File: src/rtl/serial_pattern_generator_pkg.sv
// Shared constants and FSM state encoding for the serial pattern generator.
// DEFAULT_PATTERN is also the reference pattern used by the detector benches.
package serial_pattern_generator_pkg;

  localparam int unsigned DEF_PAT_W = 6;
  localparam int unsigned DEF_CNT_W = 4;
  localparam int unsigned DEF_GAP_W = 3;

  localparam logic [DEF_PAT_W-1:0] DEFAULT_PATTERN = 6'b110110;

  typedef logic [1:0] state_t;
  localparam logic [1:0] IDLE = 2'd0;
  localparam logic [1:0] SEND = 2'd1;
  localparam logic [1:0] GAP  = 2'd2;

endpackage

File: src/rtl/serial_pattern_generator_if.sv
// Control/data bundle between a pattern generator and whatever drives it.
interface serial_pattern_generator_if
  import serial_pattern_generator_pkg::*;
#(
  parameter int unsigned PAT_W = DEF_PAT_W,
  parameter int unsigned CNT_W = DEF_CNT_W,
  parameter int unsigned GAP_W = DEF_GAP_W
);
  logic             start;
  logic             abort;
  logic             load_pattern;
  logic [PAT_W-1:0] pattern_in;
  logic [CNT_W-1:0] repeat_cnt;
  logic [GAP_W-1:0] gap_len;
  logic             dout;
  logic             dout_valid;
  logic             frame_start;
  logic             busy;
  logic             done;

  modport master (
    output start, abort, load_pattern, pattern_in, repeat_cnt, gap_len,
    input  dout, dout_valid, frame_start, busy, done
  );

  modport slave (
    input  start, abort, load_pattern, pattern_in, repeat_cnt, gap_len,
    output dout, dout_valid, frame_start, busy, done
  );
endinterface

File: src/rtl/pattern_shifter.sv
// MSB-first parallel-load shift register; zero fill so it drains to 0
// after a full frame, which keeps the serial output low between frames.
module pattern_shifter #(
  parameter int unsigned W = 6
) (
  input  logic         clk,
  input  logic         reset,
  input  logic         load,
  input  logic         shift,
  input  logic [W-1:0] pin,
  output logic         sout
);
  logic [W-1:0] q;

  always_ff @(posedge clk or posedge reset) begin
    if (reset)      q <= '0;
    else if (load)  q <= pin;
    else if (shift) q <= {q[W-2:0], 1'b0};
  end

  assign sout = q[W-1];
endmodule

File: src/rtl/serial_pattern_generator.sv
// Serial pattern transmitter: N repetitions of a programmable pattern,
// MSB first, with an optional idle gap between repetitions.
module serial_pattern_generator
  import serial_pattern_generator_pkg::*;
#(
  parameter int unsigned      PAT_W   = DEF_PAT_W,
  parameter logic [PAT_W-1:0] PATTERN = PAT_W'(DEFAULT_PATTERN),
  parameter int unsigned      CNT_W   = DEF_CNT_W,
  parameter int unsigned      GAP_W   = DEF_GAP_W
) (
  input logic clk,
  input logic reset,
  serial_pattern_generator_if.slave bus
);
  localparam int unsigned      BIT_W    = (PAT_W > 1) ? $clog2(PAT_W) : 1;
  localparam logic [BIT_W-1:0] LAST_IDX = BIT_W'(PAT_W - 1);

  state_t           state, state_d;
  logic [BIT_W-1:0] bit_idx, bit_d;
  logic [CNT_W-1:0] rep_left, rep_d;
  logic [GAP_W-1:0] gap_lat, gap_lat_d;
  logic [GAP_W-1:0] gap_cnt, gap_d;
  logic [PAT_W-1:0] pat_reg, pat_d;
  logic             valid_q, valid_d;
  logic             fs_q, fs_d;
  logic             busy_q, busy_d;
  logic             done_q, done_d;
  logic             sh_load, sh_shift, sh_out;
  logic [PAT_W-1:0] sh_pin;

  pattern_shifter #(.W(PAT_W)) u_shifter (
    .clk   (clk),
    .reset (reset),
    .load  (sh_load),
    .shift (sh_shift),
    .pin   (sh_pin),
    .sout  (sh_out)
  );

  always_ff @(posedge clk or posedge reset) begin
    if (reset) state <= IDLE;
    else       state <= state_d;
  end

  always_ff @(posedge clk or posedge reset) begin
    if (reset) begin
      bit_idx  <= '0;
      rep_left <= '0;
      gap_lat  <= '0;
      gap_cnt  <= '0;
      pat_reg  <= PATTERN;
      valid_q  <= 1'b0;
      fs_q     <= 1'b0;
      busy_q   <= 1'b0;
      done_q   <= 1'b0;
    end else begin
      bit_idx  <= bit_d;
      rep_left <= rep_d;
      gap_lat  <= gap_lat_d;
      gap_cnt  <= gap_d;
      pat_reg  <= pat_d;
      valid_q  <= valid_d;
      fs_q     <= fs_d;
      busy_q   <= busy_d;
      done_q   <= done_d;
    end
  end

  // Next-state and next-output logic; every frame begins with a shifter load.
  always_comb begin
    state_d   = state;
    bit_d     = bit_idx;
    rep_d     = rep_left;
    gap_lat_d = gap_lat;
    gap_d     = gap_cnt;
    pat_d     = pat_reg;
    valid_d   = 1'b0;
    fs_d      = 1'b0;
    busy_d    = 1'b0;
    done_d    = 1'b0;
    sh_load   = 1'b0;
    sh_shift  = 1'b0;
    sh_pin    = pat_reg;
    case (state)
      IDLE: begin
        if (bus.load_pattern) pat_d = bus.pattern_in;
        if (bus.start && !bus.abort) begin
          gap_lat_d = bus.gap_len;
          rep_d     = bus.repeat_cnt;
          if (bus.repeat_cnt == '0) begin
            done_d = 1'b1;
          end else begin
            state_d = SEND;
            bit_d   = LAST_IDX;
            sh_load = 1'b1;
            sh_pin  = bus.load_pattern ? bus.pattern_in : pat_reg;
            valid_d = 1'b1;
            fs_d    = 1'b1;
            busy_d  = 1'b1;
          end
        end
      end
      SEND: begin
        if (bus.abort) begin
          state_d = IDLE;
          sh_load = 1'b1;
          sh_pin  = '0;
        end else if (bit_idx != '0) begin
          bit_d    = bit_idx - BIT_W'(1);
          sh_shift = 1'b1;
          valid_d  = 1'b1;
          busy_d   = 1'b1;
        end else if (rep_left == CNT_W'(1)) begin
          state_d  = IDLE;
          rep_d    = '0;
          sh_shift = 1'b1;
          done_d   = 1'b1;
        end else begin
          rep_d = rep_left - CNT_W'(1);
          if (gap_lat == '0) begin
            bit_d   = LAST_IDX;
            sh_load = 1'b1;
            valid_d = 1'b1;
            fs_d    = 1'b1;
            busy_d  = 1'b1;
          end else begin
            state_d  = GAP;
            gap_d    = gap_lat;
            sh_shift = 1'b1;
            busy_d   = 1'b1;
          end
        end
      end
      GAP: begin
        if (bus.abort) begin
          state_d = IDLE;
        end else if (gap_cnt == GAP_W'(1)) begin
          state_d = SEND;
          bit_d   = LAST_IDX;
          sh_load = 1'b1;
          valid_d = 1'b1;
          fs_d    = 1'b1;
          busy_d  = 1'b1;
        end else begin
          gap_d  = gap_cnt - GAP_W'(1);
          busy_d = 1'b1;
        end
      end
      default: state_d = IDLE;
    endcase
  end

  assign bus.dout        = sh_out;
  assign bus.dout_valid  = valid_q;
  assign bus.frame_start = fs_q;
  assign bus.busy        = busy_q;
  assign bus.done        = done_q;
endmodule

File: src/flat_wrapper.sv
// flat-port wrapper written by rule: the top's interface ports become plain ports
module serial_pattern_generator_flat import serial_pattern_generator_pkg::*;
#(
  parameter int unsigned      PAT_W   = DEF_PAT_W,
  parameter logic [PAT_W-1:0] PATTERN = PAT_W'(DEFAULT_PATTERN),
  parameter int unsigned      CNT_W   = DEF_CNT_W,
  parameter int unsigned      GAP_W   = DEF_GAP_W
)
  (clk, reset, bus_start, bus_abort, bus_load_pattern, bus_pattern_in, bus_repeat_cnt, bus_gap_len, bus_dout, bus_dout_valid, bus_frame_start, bus_busy, bus_done);
  serial_pattern_generator_if #(.PAT_W(PAT_W), .CNT_W(CNT_W), .GAP_W(GAP_W)) bus_i ();
  input logic clk;
  input logic reset;
  input wire logic [$bits(bus_i.start)-1:0] bus_start;
  input wire logic [$bits(bus_i.abort)-1:0] bus_abort;
  input wire logic [$bits(bus_i.load_pattern)-1:0] bus_load_pattern;
  input wire logic [$bits(bus_i.pattern_in)-1:0] bus_pattern_in;
  input wire logic [$bits(bus_i.repeat_cnt)-1:0] bus_repeat_cnt;
  input wire logic [$bits(bus_i.gap_len)-1:0] bus_gap_len;
  output wire logic [$bits(bus_i.dout)-1:0] bus_dout;
  output wire logic [$bits(bus_i.dout_valid)-1:0] bus_dout_valid;
  output wire logic [$bits(bus_i.frame_start)-1:0] bus_frame_start;
  output wire logic [$bits(bus_i.busy)-1:0] bus_busy;
  output wire logic [$bits(bus_i.done)-1:0] bus_done;
  assign bus_i.start = bus_start;
  assign bus_i.abort = bus_abort;
  assign bus_i.load_pattern = bus_load_pattern;
  assign bus_i.pattern_in = bus_pattern_in;
  assign bus_i.repeat_cnt = bus_repeat_cnt;
  assign bus_i.gap_len = bus_gap_len;
  assign bus_dout = bus_i.dout;
  assign bus_dout_valid = bus_i.dout_valid;
  assign bus_frame_start = bus_i.frame_start;
  assign bus_busy = bus_i.busy;
  assign bus_done = bus_i.done;
  serial_pattern_generator #(.PAT_W(PAT_W), .PATTERN(PATTERN), .CNT_W(CNT_W), .GAP_W(GAP_W)) u_core (.clk(clk), .reset(reset), .bus(bus_i));
endmodule
File: config.mk
export PLATFORM = sky130hd
export DESIGN_NAME = serial_pattern_generator_flat
export DESIGN_NICKNAME = d
export VERILOG_FILES = /design/src/rtl/serial_pattern_generator_pkg.sv /design/src/rtl/serial_pattern_generator_if.sv /design/src/rtl/pattern_shifter.sv /design/src/rtl/serial_pattern_generator.sv /design/src/flat_wrapper.sv
export SDC_FILE = /design/constraint.sdc
export NUM_CORES = 1
export LEC_CHECK = 0
export CAP_MARGIN = 20
export CORE_UTILIZATION = 59
export CTS_CLUSTER_DIAMETER = 50
export DETAILED_ROUTE_END_ITERATION = 12
export MAX_ROUTING_LAYER = met4
export PLACE_DENSITY = 0.84
export SLEW_MARGIN = 0
export SYNTH_ARGS = -nofsm -noshare
export SYNTH_HDL_FRONTEND = slang
export SYNTH_SLANG_ARGS = --single-unit
File: constraint.sdc
create_clock -name clk -period 3.05 [get_ports clk]
set_input_delay 0.61 -clock clk [delete_from_list [all_inputs] [get_ports clk]]
set_output_delay 0.61 -clock clk [all_outputs]
set_load 0.1 [all_outputs]
==> results.json <==
{
  "post_cts_buffers": 0,
  "vias": 1386,
  "max_cap_viol_count": 0,
  "failed_checks": "DRC",
  "status": "finished, violations left",
  "layout.nets": 212,
  "rows": 19,
  "avgSynthCellArea_sq_um": 10.8,
  "drt-initial-drc-count": 72,
  "finalClockSkew_ns": 0.00713,
  "antenna_cells": 0,
  "ff2ff_path_depth": 4,
  "tightestPinTransition_ns": 0.639,
  "r2r_start": "u_core.state[0]",
  "wirelength_mm": 3.49,
  "yosys_warnings": 0,
  "clkLatencyLatePin_ns": 0.32,
  "final_area_sq_um": 2080,
  "post_cts_resize_count": 0,
  "slew_violations": 0,
  "p_per_area_nw_per_um2": 986,
  "grt_overflow_total": 0,
  "r2r_end": "u_core.gap_cnt[1]",
  "regArea_sq_um": 781,
  "period_minus_slack_ns": 2.29,
  "avgViaCountPerCell": 6.24,
  "path_class": "flop to flop",
  "ys_seq_area_frac": 0.437,
  "hold_start": "u_core.pat_reg[3]",
  "synth_flop_cell": "dfrtp_1",
  "path_max_fanout": 17,
  "multiInputGateArea_sq_um": 957,
  "synth_async_sr_flop_share": 1.00,
  "synth_most_common_cell": "dfrtp_1",
  "gp_congestion": 0.896,
  "synth_area_sq_um": 1790,
  "fin_tns_setup_ns": 0,
  "grt_start_max_net_pins": 32,
  "fillers": 209,
  "synth_edf_count": 0,
  "die_w_um": 57.1,
  "worstSetupStartpointType": "flop",
  "ys_ff_latch": 31,
  "holdWs_ns": 0.501,
  "grt_pass1_wl_mm": 5.82,
  "holdPathEnd": "u_core.pat_reg[3]",
  "htreeDepth": 2,
  "final_hold_viol_count": 0,
  "fmax_ghz": 0.437,
  "wire_per_inst_um": 15.7,
  "cp-end-kind": "flop",
  "area_growth_syn_to_layout_pct": 16.4,
  "initial_core_util": 0.637,
  "hp-class": "flop to flop",
  "ant_nets": 0,
  "cts_tree": "done",
  "relSlewSlack": 0.570,
  "ff2ff_setup_slack_ns": 0.76,
  "dp_hpwl_mm": 2.51,
  "p_leak_nw": 0.896,
  "p_total_mw": 2.05,
  "placement.cell_area_sq_um": 2020,
  "cts_hold_buf": 0,
  "cts_made_buffers": 5,
  "final_layout_size_suffix_gt1_frac": 0.178,
  "die_area_sq_um": 3250,
  "track_usage": 0.244,
  "cts.sinks": 31,
  "synthTopCellsByArea": "dfrtp_1 (38%), mux2i_1 (9.5%), mux2_2 (6.3%), dfstp_2 (5.9%), o21ai_0 (3.1%)",
  "syn-instance-count": 165,
  "synth_common_cells": "dfrtp_1 (27), mux2i_1 (17), o21ai_0 (11), mux2_2 (10)",
  "min_path_cells": 1,
  "cp-startpoint": "u_core.state[0]",
  "synth_top_area_cell": "dfrtp_1",
  "post-route-period-util": 0.751,
  "clk_pin_slew_ns": 0.10,
  "cp_data_arrival_time_ns": 2.54,
  "clk_path_buf_depth": 2,
  "die_h_um": 57.1,
  "portBuffers": 22,
  "io_pins": 23,
  "synth_top_area_frac": 0.378,
  "setup_viol": 0,
  "vdd_ir_drop_max_uv": 506,
  "rsz0062_at_grt": "no",
  "clock_tree.root_cell": "clkbuf_4",
  "synthDistinctLibCells": 46,
  "synth_nets": 187,
  "coreArea_sq_um": 2810,
  "antenna_found_initial": 0,
  "drc": 6,
  "drtPass1Iterations": 9,
  "grt_pass1_vias": 1326,
  "worstPathRequired_ns": 3.30
}
-- layout by cell type, fill, tap and decap left out, types with 5 or more instances in the layout --
cell and count:
dfrtp_1 27, buf_4 6, mux2_2 10, o21ai_0 11
and2_1 7, mux2i_1 17, nor2_1 8, clkdlybuf4s50_1 17
clkbuf_4 5, inv_1 8
-- through the flow --
stage	instances	util	worst slack [ns]
floorplan	165	-	1.15
global placement	214	0.721	0.616
detailed placement	214	0.721	0.548
CTS	222	0.742	0.866
global route	222	0.742	0.654
finish	222	0.742	0.759
-- worst max path at each step --
| stage | slack (ns) | end |
|---|---|---|
| 6_report | 0.76 | u_core.gap_cnt[1] |
| 2_1_floorplan | 1.15 | u_core.u_shifter.q[5] |
| 4_1_cts | 0.87 | u_core.gap_cnt[1] |
| 3_3_place_gp | 0.62 | u_core.u_shifter.q[5] |
| 5_1_grt | 0.65 | u_core.gap_cnt[1] |
| 3_5_place_dp | 0.55 | u_core.u_shifter.q[2] |
-- critical path: stages (launching register included) --
cell and delay, ns:
dfrtp_1 0.68, nand2b_1 0.46, o32ai_1 0.59, and2_1 0.28, mux2i_1 0.20
-- per-layer routing --
metal | wire [um] | global-route usage | vias up
met4 | 25 | 0.105 | 0
met1 | 1570 | 0.301 | 665
met5 | 0 | - | -
met3 | 199 | 0.0567 | 2
met2 | 1700 | 0.387 | 46
li1 | - | - | 673
-- final cells by class --
| cell class | count | share of cell area |
|---|---|---|
| clock buffer | 7 | 0.0264 |
| clock inverter | 1 | 0.00240 |
| inverter | 8 | 0.0144 |
| multi-input combinational | 121 | 0.460 |
| sequential | 31 | 0.375 |
| tap | 31 | 0.0186 |
| timing repair buffer | 23 | 0.103 |
-- kinds of logic (layout without fill, tap and decap cells) --
group	after synthesis	count (layout)	share of synthesized area
compound gates	42	42	0.183
fa+ha+maj	4	4	0.0280
buf+inv	13	39	0.0280
flops	31	31	0.437
mux	27	27	0.158
simple gates	48	48	0.166
-- report_power, final --
group | switching, mW | total [mW] | leakage, nW | internal [mW]
logic | 0.601 | 1.03 | 0.492 | 0.424
registers | 0.164 | 0.781 | 0.370 | 0.616
clock network | 0.135 | 0.247 | 0.0353 | 0.112
total | 0.900 | 2.05 | 0.896 | 1.15
No activity file was read; power rests on OpenSTA's default activity.
